===== config.mk =====
export PLATFORM = sky130hd
export DESIGN_NAME = psum_accum_writeback
export DESIGN_NICKNAME = d
export VERILOG_FILES = /design/src/rtl/corelet_pkg.sv /design/src/rtl/psum_lane_alu.sv /design/src/rtl/psum_accum_writeback.sv
export SDC_FILE = /design/constraint.sdc
export NUM_CORES = 1
export LEC_CHECK = 0
export BUFFER_PORTS_ARGS = -buffer_cell sky130_fd_sc_hd__buf_4
export CORE_MARGIN = 2
export CORE_UTILIZATION = 30
export DETAILED_ROUTE_END_ITERATION = 8
export PLACE_DENSITY = 0.59
export SYNTH_ARGS = -nofsm -noshare
export SYNTH_HDL_FRONTEND = slang
export SYNTH_SLANG_ARGS = --single-unit

===== constraint.sdc =====
create_clock -name clk -period 26.9 [get_ports clk]
set_clock_uncertainty 0.15 [all_clocks]
set_input_delay 5.38 -clock clk [delete_from_list [all_inputs] [get_ports clk]]
set_output_delay 5.38 -clock clk [all_outputs]
set_load 0.05 [all_outputs]

===== src/rtl/corelet_pkg.sv =====
// Purpose: shared types and lane arithmetic for the corelet output path.
// Latency: n/a (types and combinational helper functions only).
// Backpressure: n/a.
package corelet_pkg;

   typedef enum logic [2:0] {
      IDLE,
      POP,
      RD,
      ADD,
      WR,
      DONE
   } state_t;

   // Lane arithmetic is carried out at this width; callers sign-extend their
   // psum_bw-wide lanes into it and truncate the (already clamped) result back.
   localparam int ALU_W = 32;
   localparam logic signed [ALU_W:0] ALU_ONE = {{ALU_W{1'b0}}, 1'b1};

   // Signed add clamped to the representable range of a bw-bit lane.
   function automatic logic signed [ALU_W-1:0] sat_add(
      input logic signed [ALU_W-1:0] a,
      input logic signed [ALU_W-1:0] b,
      input int                      bw
   );
      logic signed [ALU_W:0] s;
      logic signed [ALU_W:0] hi;
      logic signed [ALU_W:0] lo;
      s  = {a[ALU_W-1], a} + {b[ALU_W-1], b};
      hi = (ALU_ONE <<< (bw - 1)) - ALU_ONE;
      lo = -(ALU_ONE <<< (bw - 1));
      if (s > hi) begin
         s = hi;
      end else if (s < lo) begin
         s = lo;
      end
      return s[ALU_W-1:0];
   endfunction

   // Negative values become zero, everything else passes through.
   function automatic logic signed [ALU_W-1:0] relu(
      input logic signed [ALU_W-1:0] a
   );
      return a[ALU_W-1] ? '0 : a;
   endfunction

endpackage


===== src/rtl/psum_lane_alu.sv =====
// Purpose: one output-channel lane: saturating accumulate and write-data select with optional ReLU.
// Latency: purely combinational.
// Backpressure: none; the parent FSM decides when results are captured or written.
module psum_lane_alu
   import corelet_pkg::*;
#(
   parameter int psum_bw = 16
) (
   input  logic [psum_bw-1:0] row,
   input  logic [psum_bw-1:0] q,
   input  logic [psum_bw-1:0] sum,
   input  logic               use_row,
   input  logic               relu_en,
   output logic [psum_bw-1:0] sum_nxt,
   output logic [psum_bw-1:0] wr_dat
);

   logic [psum_bw-1:0] pick;

   assign sum_nxt = psum_bw'(sat_add(ALU_W'($signed(row)), ALU_W'($signed(q)), psum_bw));

   // Overwrite passes write the popped row, accumulate passes the saturated sum; ReLU on the final pass.
   always_comb begin
      pick   = use_row ? row : sum;
      wr_dat = relu_en ? psum_bw'(relu(ALU_W'($signed(pick)))) : pick;
   end

endmodule


===== src/rtl/psum_accum_writeback.sv =====
// Purpose: pops one psum row per output pixel and accumulates it into the output SRAM for one kij pass.
// Latency: 2 cycles per row on an overwrite pass (POP,WR), 4 on accumulate (POP,RD,ADD,WR), plus DONE.
// Backpressure: stalls in POP while of_valid is low; pops only when in POP with of_valid high.
module psum_accum_writeback
   import corelet_pkg::*;
#(
   parameter int col       = 8,
   parameter int psum_bw   = 16,
   parameter int NPIX      = 16,
   parameter int AW        = 7,
   parameter int ADDR_BASE = 0
) (
   input  logic                   clk,
   input  logic                   reset,
   input  logic                   start,
   input  logic                   first_kij,
   input  logic                   last_kij,
   input  logic                   of_valid,
   input  logic [col*psum_bw-1:0] of_out,
   output logic                   of_rd,
   output logic [AW-1:0]          O_A,
   output logic                   O_CEN,
   output logic                   O_WEN,
   output logic [col*psum_bw-1:0] O_D,
   input  logic [col*psum_bw-1:0] O_Q,
   output logic                   busy,
   output logic                   done
);

   localparam int RW = col * psum_bw;
   localparam int PW = (NPIX > 1) ? $clog2(NPIX) : 1;
   localparam logic [PW-1:0] PTR_LAST = PW'(NPIX - 1);

   state_t          state;
   state_t          state_nxt;
   logic [PW-1:0]   ptr;
   logic            first_q;
   logic            last_q;
   logic [RW-1:0]   row_q;
   logic [RW-1:0]   sum_q;
   logic [RW-1:0]   sum_nxt;
   logic [RW-1:0]   wr_dat;

   // FSM state register.
   always_ff @(posedge clk or posedge reset) begin
      if (reset) begin
         state <= IDLE;
      end else begin
         state <= state_nxt;
      end
   end

   // Next-state decode; of_rd is the only output allowed to follow an input directly.
   always_comb begin
      state_nxt = state;
      of_rd     = 1'b0;
      case (state)
         IDLE: begin
            if (start) begin
               state_nxt = POP;
            end
         end
         POP: begin
            if (of_valid) begin
               of_rd     = 1'b1;
               state_nxt = first_q ? WR : RD;
            end
         end
         RD:   state_nxt = ADD;
         ADD:  state_nxt = WR;
         WR:   state_nxt = (ptr == PTR_LAST) ? DONE : POP;
         DONE: state_nxt = IDLE;
         default: state_nxt = IDLE;
      endcase
   end

   // Pass flags, pixel pointer and the row/sum holding registers.
   always_ff @(posedge clk or posedge reset) begin
      if (reset) begin
         ptr     <= '0;
         first_q <= 1'b0;
         last_q  <= 1'b0;
         row_q   <= '0;
         sum_q   <= '0;
      end else begin
         case (state)
            IDLE: begin
               if (start) begin
                  first_q <= first_kij;
                  last_q  <= last_kij;
                  ptr     <= '0;
               end
            end
            POP: begin
               if (of_valid) begin
                  row_q <= of_out;
               end
            end
            ADD: sum_q <= sum_nxt;
            WR: begin
               if (ptr != PTR_LAST) begin
                  ptr <= ptr + 1'b1;
               end
            end
            default: ;
         endcase
      end
   end

   for (genvar i = 0; i < col; i++) begin : g_lane
      psum_lane_alu #(
         .psum_bw (psum_bw)
      ) u_alu (
         .row     (row_q[psum_bw*i +: psum_bw]),
         .q       (O_Q[psum_bw*i +: psum_bw]),
         .sum     (sum_q[psum_bw*i +: psum_bw]),
         .use_row (first_q),
         .relu_en (last_q),
         .sum_nxt (sum_nxt[psum_bw*i +: psum_bw]),
         .wr_dat  (wr_dat[psum_bw*i +: psum_bw])
      );
   end

   // SRAM port and status drive, decoded from registered state only.
   assign O_CEN = !((state == RD) || (state == WR));
   assign O_WEN = !(state == WR);
   assign O_A   = ((state == RD) || (state == WR)) ? (AW'(ADDR_BASE) + AW'(ptr)) : '0;
   assign O_D   = (state == WR) ? wr_dat : '0;
   assign busy  = (state != IDLE);
   assign done  = (state == DONE);

endmodule


==> metrics.txt, run 1 <==
Final Max Tran Viols=0; CTS tree=yes; top cells by count, synth=265 x dfrtp_1, 210 x nor2_1, 190 x nand2_1; Clock Latency Late Sink=about 0.54 ns; Overflow after GRT=0; Critical-path top delay cell=nor2_4; RePlAce Congestion=0.8714; Yosys top cell area share=between 30 and 40%; full die area=around 64,000 um2; final setup margin=15.03 ns; reg2reg end=sum_q[1]; internal power=roughly 0.0017 W; #FFs+latches synth=~270; Vias/cell=between 5 and 6; TNS Setup=0 ns; crit-path max FO=16; via count=roughly 16,000; period utilisation layout=between 40% and 50%; initial antenna violation count=7; DR WL/cell=between 15 and 20 um; CP required=between 20 and 25 ns; share of cells above drive strength 1=between 20% and 30%; Die W=roughly 250 um; initial drt markers=709; yosys warns=0; Die Y=approximately 250 um; PortBufs=398; count leader, synth=dfrtp_1; HP Class=reg2reg; CP Capture Type=output port; Total Routed Length=about 58,000 um; hold_sp=sum_q[79]; critical path class=in2out; RSZ-0062 raised after global routing=no; Pleak=~11 nW; DRC=0; Yosys top cell by area=dfrtp_1; pwr/cell area=approximately 130 nW/um2; register share of total power=roughly 24%; Top FF cell, synth=dfrtp_1; min Tclk post-route=11.87 ns; clock share of power=between 10% and 20%; Sw Pwr=between 0.001 and 0.0015 W; synthesized area=between 15,000 and 20,000 um2; Final setup violation count=0; HPWL Detailed=42,640 um; Ports=402; Worst Setup Start Kind=primary input; Post-synth ARST share=100.0%; worst vdd ir=roughly 0.064 mV; Worst Hold Path EP=sum_q[79]; worst r2r src=row_q[0]; hold_buf cts=0; Logic pwr share=between 50% and 60%; clk sinks=265; Slew @ Worst Pin=between 1 and 1.5 ns; ANT nets after route=0; most frequent CP cell=buf_4; Distinct cells, synth=70; ordered list of cells on the worst path=buf_4 > nand2_1 > nor2_4 > buf_4; top post-synthesis cells by area=dfrtp_1 36%, ha_1 8.7%, mux2_2 7.6%; largest net degree at the start of global routing=roughly 160; Clock transition at path regs=0.05 ns; fin util=a little under two fifths; max_cap viols=0; first drt pass iteration count=5; syn_area_per_cell=about 9.4 um2; pre-CTS WS=15.04 ns; net switching share of the total power=between 40% and 50%; H-tree depth=2; CP top delay family=simple AND/OR/NAND/NOR gates; core outline area=around 60,000 um2; Post-synth EDFFs=0; buffers plus inverters on the worst setup path=2; Nets=between 2,000 and 3,000; clk buf depth=3; Final Hold Fails=0; Worst Reg2Reg Path Length in Cells=12; Hold Crit Depth=2; first-pass GRT wire length=around 90,000 um; Max-slew headroom=around 16%; CP peak stage delay=between 0.4 and 0.5 ns; CTS root buf=clkbuf_16; Hold Worst Slack=0.3246 ns; crit path DAT=about 6.3 ns; Post-CTS Setup Bufs=0; synthesis-to-finish area growth=26.96%; fmax=84.25 MHz; Resize count post-CTS=0; gate count of the mapped netlist=1,971; Num CTS Buffers=37; Worst Setup SP=of_valid; register area share after synthesis=between 30% and 40%; status=completed; Worst R2R Setup Slack=23.18 ns; Tot GR Track Use=between 10% and 20%; Initial Utilization=30.23%; vias in the first global route=roughly 16,000; num rows=91
## worst min-delay path, delay by kind of cell (launching register included)
family	cells	cell delay [ns]
and+or+nand+nor	2	0.10
DFF	1	0.34
## per-stage QoR
step / area, um2 / power [W] / instances
final: 23590 / 0.003144 / 3158
after CTS: 23590 / 0.003172 / 3157
after global placement: 22410 / 0.002607 / 3096
after detailed placement: 22410 / 0.002655 / 3096
after floorplan: 18590 / 0.002205 / 1973
after global routing: 23590 / 0.003412 / 3157
## cell usage in the layout, fill, tap and decap left out, types with 27 or more instances in the layout
master and n:
buf_4 422, dfrtp_1 264, nor2_1 209, nand2_1 190, o21ai_0 160, mux2i_1 130
ha_1 129, mux2_2 125, maj3_1 97, a21oi_1 81, xor2_1 60, inv_1 57
a21o_1 51, xnor2_1 50, clkbuf_16 37, o21ai_1 33, nor3_1 27
## sequential cells by signal, indices dropped and copies added (netlist names)
signal   flops
row_q      128
sum_q      128
ptr          4
state        3
first_q      1
last_q       1
## power by group through the flow
stage          Clock (W)  Combinational [W]  Sequential, W
2_1_floorplan          0            0.00150       0.000701
3_3_place_gp           0            0.00184       0.000770
3_5_place_dp           0            0.00188       0.000777
4_1_cts         0.000511            0.00189       0.000771
5_1_grt         0.000525            0.00209       0.000800
6_report        0.000495            0.00188       0.000768
## per-layer routing
| layer | routed length, um | track usage [%] | vias up |
|---|---|---|---|
| met5 | 44 | 0 | - |
| met4 | 986 | 3.973 | 8 |
| met3 | 4239 | 4.574 | 71 |
| met2 | 27400 | 29.91 | 387 |
| met1 | 25210 | 22.61 | 7609 |
| li1 | - | - | 7729 |
## layout make-up
class	instances	area (um2)
fillers	6161	37890
multi-input cells	1559	11370
flip-flops and latches	265	6635
repair buffers	423	3188
clock buffers	49	1011
well taps	790	988.4
inverters	59	229.0
clock inverters	12	168.9
diodes	1	2.502
## worst max path at each step
stage / endpoint / depth (start not counted)
after floorplan: first_q / 1
after global placement: of_rd / 4
after CTS: of_rd / 4
after global routing: of_rd / 4
final: of_rd / 4
after detailed placement: of_rd / 4
## kinds of logic (layout without fill, tap and decap cells)
family / Yosys count / count (layout) / share of synthesized area [%]
xor+xnor: 110 / 110 / 5.184
other cells: 1 / 4 / 0.02018
buf+inv: 149 / 543 / 3.265
simple gates: 523 / 523 / 12.11
fa+ha+maj: 234 / 234 / 14.77
compound gates: 434 / 434 / 14.39
mux: 255 / 255 / 14.58
flops: 265 / 265 / 35.68
Note: power is estimated with default switching activity, not from simulation.
==> inputs of run 2 (changes only) <==
clock period = 12.1 ns   (was 26.9 ns; I/O delays follow)
==> run 2 against run 1 <==
Die area unchanged. Global-route usage is essentially flat. Sequential cell count stayed put. Critical path depth grew 2. Total power rose by 120%. Worst hold slack better by 0.0054 ns. Highest routed layer unchanged.
==> metrics.txt, run 2 (synthesized netlist as in run 1, its figures left out) <==
largest net degree at the start of global routing=127 (-18%); Worst Setup SP=first_q; Worst Reg2Reg Path Length in Cells=12 (unchanged); initial drt markers=750 (+5.8%); CP Capture Type=output port; Initial Utilization=30.23% (unchanged); final setup margin=5.334 ns (-9.697 ns); Setup crit end=O_D[89]; HP Class=reg2reg; WP depth=6 (+2); ANT nets after route=0 (unchanged); core outline area=61,480 um2 (unchanged); Slew @ Worst Pin=1.358 ns (+0.09752 ns); ordered list of cells on the worst path=buf_4 > buf_4 > mux2i_1 > o21ai_1 > nor2_1 > buf_4; num rows=91 (unchanged); worst r2r src=row_q[0]; pwr/cell area=298.5 nW/um2 (+120%); RePlAce Congestion=0.8743 (+0.33%); Post-Layout Cell Count=3,161 (+0.095%); Cells after DPL=3,093 (-0.097%); Clock Latency Late Sink=0.55 ns (about the same); Num CTS Buffers=37 (unchanged); FILL cells=6,111 (-0.81%); period utilisation layout=55.92%; HPWL Detailed=43,340 um (+1.6%); clock share of power=16.5% (+0.8 points); Worst Setup Start Kind=flop; Final setup violation count=0 (unchanged); Resize count post-CTS=0 (unchanged); H-tree depth=2 (unchanged); crit path DAT=4.20 ns (-2.14 ns); Worst R2R Setup Slack=8.40 ns (-14.78 ns); commonest non-fill, non-tap cells in the layout=420 x buf_4, 264 x dfrtp_1, 209 x nor2_1, 190 x nand2_1, 160 x o21ai_0; Pleak=11.20 nW (+0.40%); synthesis-to-finish area growth=27.38%; Clock transition at path regs=0.06 ns (about the same); internal power=0.003951 W (+130%); total power=0.007067 W (+120%); share of cells above drive strength 1=26.59% (about the same); Max-slew headroom=8.878% (-6.8 points); full die area=63,950 um2 (unchanged); Post-CTS Setup Bufs=0 (unchanged); commonest non-fill, non-tap cell in the layout=buf_4; first-pass GRT wire length=89,690 um (-0.40%); Die Y=252.9 um (unchanged); most frequent CP cell=buf_4; fmax=~150 MHz; pre-CTS WS=5.874 ns (-9.170 ns); Sw Pwr=0.003117 W (+120%); first drt pass iteration count=5 (unchanged); Total Routed Length=57,880 um (about the same); PortBufs=398 (unchanged); Overflow after GRT=0 (unchanged); Critical-path top delay cell=o21ai_1; buffers plus inverters on the worst setup path=3 (+1); clk sinks=265 (unchanged); CP required=9.53 ns (-11.84 ns); reg2reg end=sum_q[0]; Vias/cell=5.021 (+0.32%); CP peak stage delay=0.90 ns (+0.45 ns); DR WL/cell=18.31 um (about the same); initial antenna violation count=7 (unchanged); vias in the first global route=16,230 (-0.46%); hold_buf cts=0 (unchanged); CP top delay family=buffers and inverters; Tot GR Track Use=17.72% (+0.024 points); max_cap viols=0 (unchanged); critical path class=reg2out; net switching share of the total power=44.10% (-0.27 points); crit-path max FO=40 (+24); Largest regs=row_q x128, sum_q x128, ptr x4; Ports=402 (unchanged); status=completed; clk buf depth=3 (unchanged); CTS root buf=clkbuf_16; Die W=252.9 um (unchanged); DRC=0 (unchanged); min Tclk post-route=just under 7 ns; Final Max Tran Viols=0 (unchanged); Logic pwr share=59.2% (-0.6 points); worst vdd ir=0.1682 mV (+160%); via count=15,870 (+0.42%); TNS Setup=0 ns (unchanged); RSZ-0062 raised after global routing=no; register share of total power=24.3% (about the same); CTS tree=yes; Nets=2,741 (-0.11%); Final Hold Fails=0 (unchanged)
[run 2: worst min-delay path by stage]
| stage | slack (ns) | start | end | cells past startpoint |
|---|---|---|---|---|
| 4_1_cts | 0.33 | sum_q[58] | sum_q[58] | 2 |
| 2_1_floorplan | 0.30 | sum_q[31] | sum_q[31] | 2 |
| 6_report | 0.33 | sum_q[77] | sum_q[77] | 2 |
| 3_5_place_dp | 0.32 | sum_q[58] | sum_q[58] | 2 |
| 3_3_place_gp | 0.31 | sum_q[31] | sum_q[31] | 2 |
| 5_1_grt | 0.35 | sum_q[67] | sum_q[67] | 2 |
[run 2: metrics by stage]
| stage | instance area (um2) | utilization, % | hold WS [ns] |
|---|---|---|---|
| 5_1_grt | 23670 | 38.49 | 0.3518 |
| 2_1_floorplan | 18590 | - | 0.2951 |
| 6_report | 23670 | 38.50 | 0.3300 |
| 3_3_place_gp | 22380 | 36.39 | 0.3098 |
| 4_1_cts | 23670 | 38.49 | 0.3316 |
| 3_5_place_dp | 22380 | 36.39 | 0.3189 |
[run 2: cell type report]
class / count / area (um2) / share of cell area [%]
Clock buffer: 58 / 1147 / 4.847
Sequential cell: 265 / 6635 / 28.03
Antenna cell: 2 / 5.005 / 0.02114
Tap cell: 790 / 988.4 / 4.175
Multi-Input combinational cell: 1559 / 11370 / 48.03
Inverter: 59 / 229.0 / 0.9672
Clock inverter: 8 / 143.9 / 0.6078
Timing Repair Buffer: 420 / 3153 / 13.32
[run 2: power groups by stage]
stage	logic [W]	clock network (W)	registers [W]
2_1_floorplan	0.00334	0	0.00156
3_3_place_gp	0.00410	0	0.00172
3_5_place_dp	0.00417	0	0.00173
4_1_cts	0.00420	0.00120	0.00172
5_1_grt	0.00464	0.00124	0.00179
6_report	0.00418	0.00116	0.00172
[run 2: tightest hold or removal path: stages, from the launching register on]
cell and delay [ns]:
dfrtp_1 0.34, nand2_1 0.05, o21ai_0 0.06
[run 2: per-layer routing]
| layer | global-route usage (%) | vias up | share of wire (%) |
|---|---|---|---|
| met5 | 0 | - | 0.13 |
| met4 | 5.089 | 10 | 2.6 |
| met3 | 4.934 | 88 | 7.5 |
| met2 | 29.15 | 436 | 46 |
| met1 | 22.64 | 7610 | 44 |
| li1 | - | 7726 | - |
==> inputs of run 3 (changes only) <==
PLACE_DENSITY = 0.61   (was 0.59)
clock period = 5.85 ns   (was 12.1 ns; I/O delays follow)
==> run 3 against run 2 <==
Via count decreased by 1.3%. Non-clock buffer count stayed put. Utilization decreased by 0.12 points. Critical path depth shrank 1. Setup slack lost 4.0 ns. Design area decreased by 0.31%. First-iteration DRC count fell by 10%. Sequential power increased by 100%. Critical path type unchanged. Critical endpoint is now O_D[63]. Largest power group unchanged.
==> metrics.txt, run 3 (synthesized netlist as in run 1, its figures left out) <==
max_cap viols=0 (unchanged); Slew @ Worst Pin=1.203 ns (-0.1542 ns); HP Class=reg2reg; status=completed; pre-CTS WS=1.265 ns (-4.608 ns); first drt pass iteration count=5 (unchanged); Final setup violation count=0 (unchanged); ANT nets after route=0 (unchanged); first-pass GRT wire length=88,880 um (-0.91%); CTS root buf=clkbuf_16; internal power=0.007994 W (+100%); met2 Usage GRT=28.67% (-0.49 points); RePlAce Congestion=0.8743 (unchanged); Die Y=252.9 um (unchanged); CP Capture Type=output port; fmax=roughly 220 MHz; worst vdd ir=0.2400 mV (+43%); commonest non-fill, non-tap cells in the layout=416 x buf_4, 264 x dfrtp_1, 209 x nor2_1, 190 x nand2_1, 160 x o21ai_0; clk buf depth=3 (unchanged); crit path DAT=3.15 ns (-1.05 ns); synthesis-to-finish area growth=26.99%; critical path class=reg2out; Total Routed Length=57,430 um (-0.78%); clock share of power=15.4% (-1.1 points); pwr/cell area=608.9 nW/um2 (+100%); Final Hold Fails=0 (unchanged); Ports=402 (unchanged); Worst Setup SP=state[1]; final setup margin=1.383 ns (-3.951 ns); register share of total power=24.5% (+0.2 points); period utilisation layout=76.36%; clk sinks=265 (unchanged); commonest non-fill, non-tap cell in the layout=buf_4; Nets=2,740 (-0.036%); Worst R2R Setup Slack=2.28 ns (-6.12 ns); Post-CTS Setup Bufs=0 (unchanged); final instance area=23,600 um2 (-0.31%); Sequential Area=6635 um2 (unchanged); Setup crit end=O_D[63]; Sw Pwr=0.006377 W (+100%); Post-Layout Cell Count=3,158 (-0.095%); Clock transition at path regs=0.06 ns (about the same); worst r2r src=row_q[0]; CP required=4.53 ns (-5.00 ns); PortBufs=398 (unchanged); DR WL/cell=18.18 um (-0.68%); Vias/cell=4.959 (-1.2%); Die W=252.9 um (unchanged); Resize count post-CTS=0 (unchanged); CTS tree=yes; share of cells above drive strength 1=26.66% (+0.065 points); Tot GR Track Use=17.53% (-0.19 points); Num CTS Buffers=36 (-2.7%); Clock Latency Late Sink=0.54 ns (about the same); Largest regs=row_q x128, sum_q x128, ptr x4; net switching share of the total power=44.37% (+0.27 points); Overflow after GRT=0 (unchanged); RSZ-0062 raised after global routing=no; GRT Max-Usage Layer=met2; reg2reg end=sum_q[1]; TNS Setup=0 ns (unchanged); initial antenna violation count=6 (-1); area occupied by multi-input gates=11,370 um2 (about the same); Pleak=11.15 nW (-0.44%); Placement Cell Area=22,420 um2 (+0.17%); vias in the first global route=15,960 (-1.7%); Logic pwr share=60.1% (+0.9 points); min Tclk post-route=between 4 and 5 ns; largest net degree at the start of global routing=197 (+55%); Initial Utilization=30.23% (unchanged); Max-slew headroom=19.49% (+11 points); num rows=91 (unchanged); crit-path max FO=13 (-68%); Cells after DPL=3,092 (-0.032%); Worst Setup Start Kind=flop; FILL cells=6,163 (+0.85%); DRC=0 (unchanged); full die area=63,950 um2 (unchanged); initial drt markers=674 (-10%); Final Max Tran Viols=0 (unchanged); H-tree depth=2 (unchanged); Worst Reg2Reg Path Length in Cells=12 (unchanged); via count=15,660 (-1.3%); HPWL Detailed=42,660 um (-1.6%); core outline area=61,480 um2 (unchanged); met1 usage=22.61% (-0.035 points); hold_buf cts=0 (unchanged); met3 track demand over resource=4.708% (-0.23 points)
==> run 3: worst min-delay path by stage <==
stage                          from   endpoint  slack [ns]  cells past startpoint
after floorplan           sum_q[31]  sum_q[31]        0.30                      2
after global placement    sum_q[31]  sum_q[31]        0.31                      2
after detailed placement  sum_q[79]  sum_q[79]        0.32                      2
after CTS                 sum_q[63]  sum_q[63]        0.33                      2
after global routing      sum_q[63]  sum_q[63]        0.35                      2
final                     sum_q[63]  sum_q[63]        0.33                      2
==> run 3: area by class of cell <==
type / count / area share (%)
inverter: 59 / 0.9543
antenna: 1 / 0.01060
clock inverter: 13 / 0.5196
sequential: 265 / 28.11
multi-input combinational: 1559 / 48.20
tap: 790 / 4.188
clock buffer: 51 / 4.443
timing repair buffer: 420 / 13.57
==> run 3: through the flow <==
| stage | hold WS, ns | power, W | utilization, % |
|---|---|---|---|
| finish | 0.3276 | 0.01437 | 38.38 |
| global route | 0.3454 | 0.01562 | 38.38 |
| CTS | 0.3321 | 0.01451 | 38.36 |
| detailed placement | 0.3157 | 0.01219 | 36.46 |
| global placement | 0.3094 | 0.01200 | 36.46 |
| floorplan | 0.2951 | 0.01014 | - |
==> run 3: power by group through the flow <==
stage | combinational [W] | clock [W] | sequential [W]
floorplan | 0.00692 | 0 | 0.00322
global placement | 0.00848 | 0 | 0.00353
detailed placement | 0.00863 | 0 | 0.00356
CTS | 0.00868 | 0.00230 | 0.00353
global route | 0.00959 | 0.00237 | 0.00365
finish | 0.00864 | 0.00221 | 0.00352
==> run 3: critical path: stages (launching register included) <==
cell	delay, ns
dfrtp_1	0.48
nor2_1	0.23
and2_1	0.66
nand2_1	0.55
nor2_1	0.41
buf_4	0.26
==> run 3: layer usage <==
metal	part of all wire [%]	wire, um
met5	0.096	55
met4	2.6	1469
met3	6.7	3850
met2	46	26290
met1	45	25760
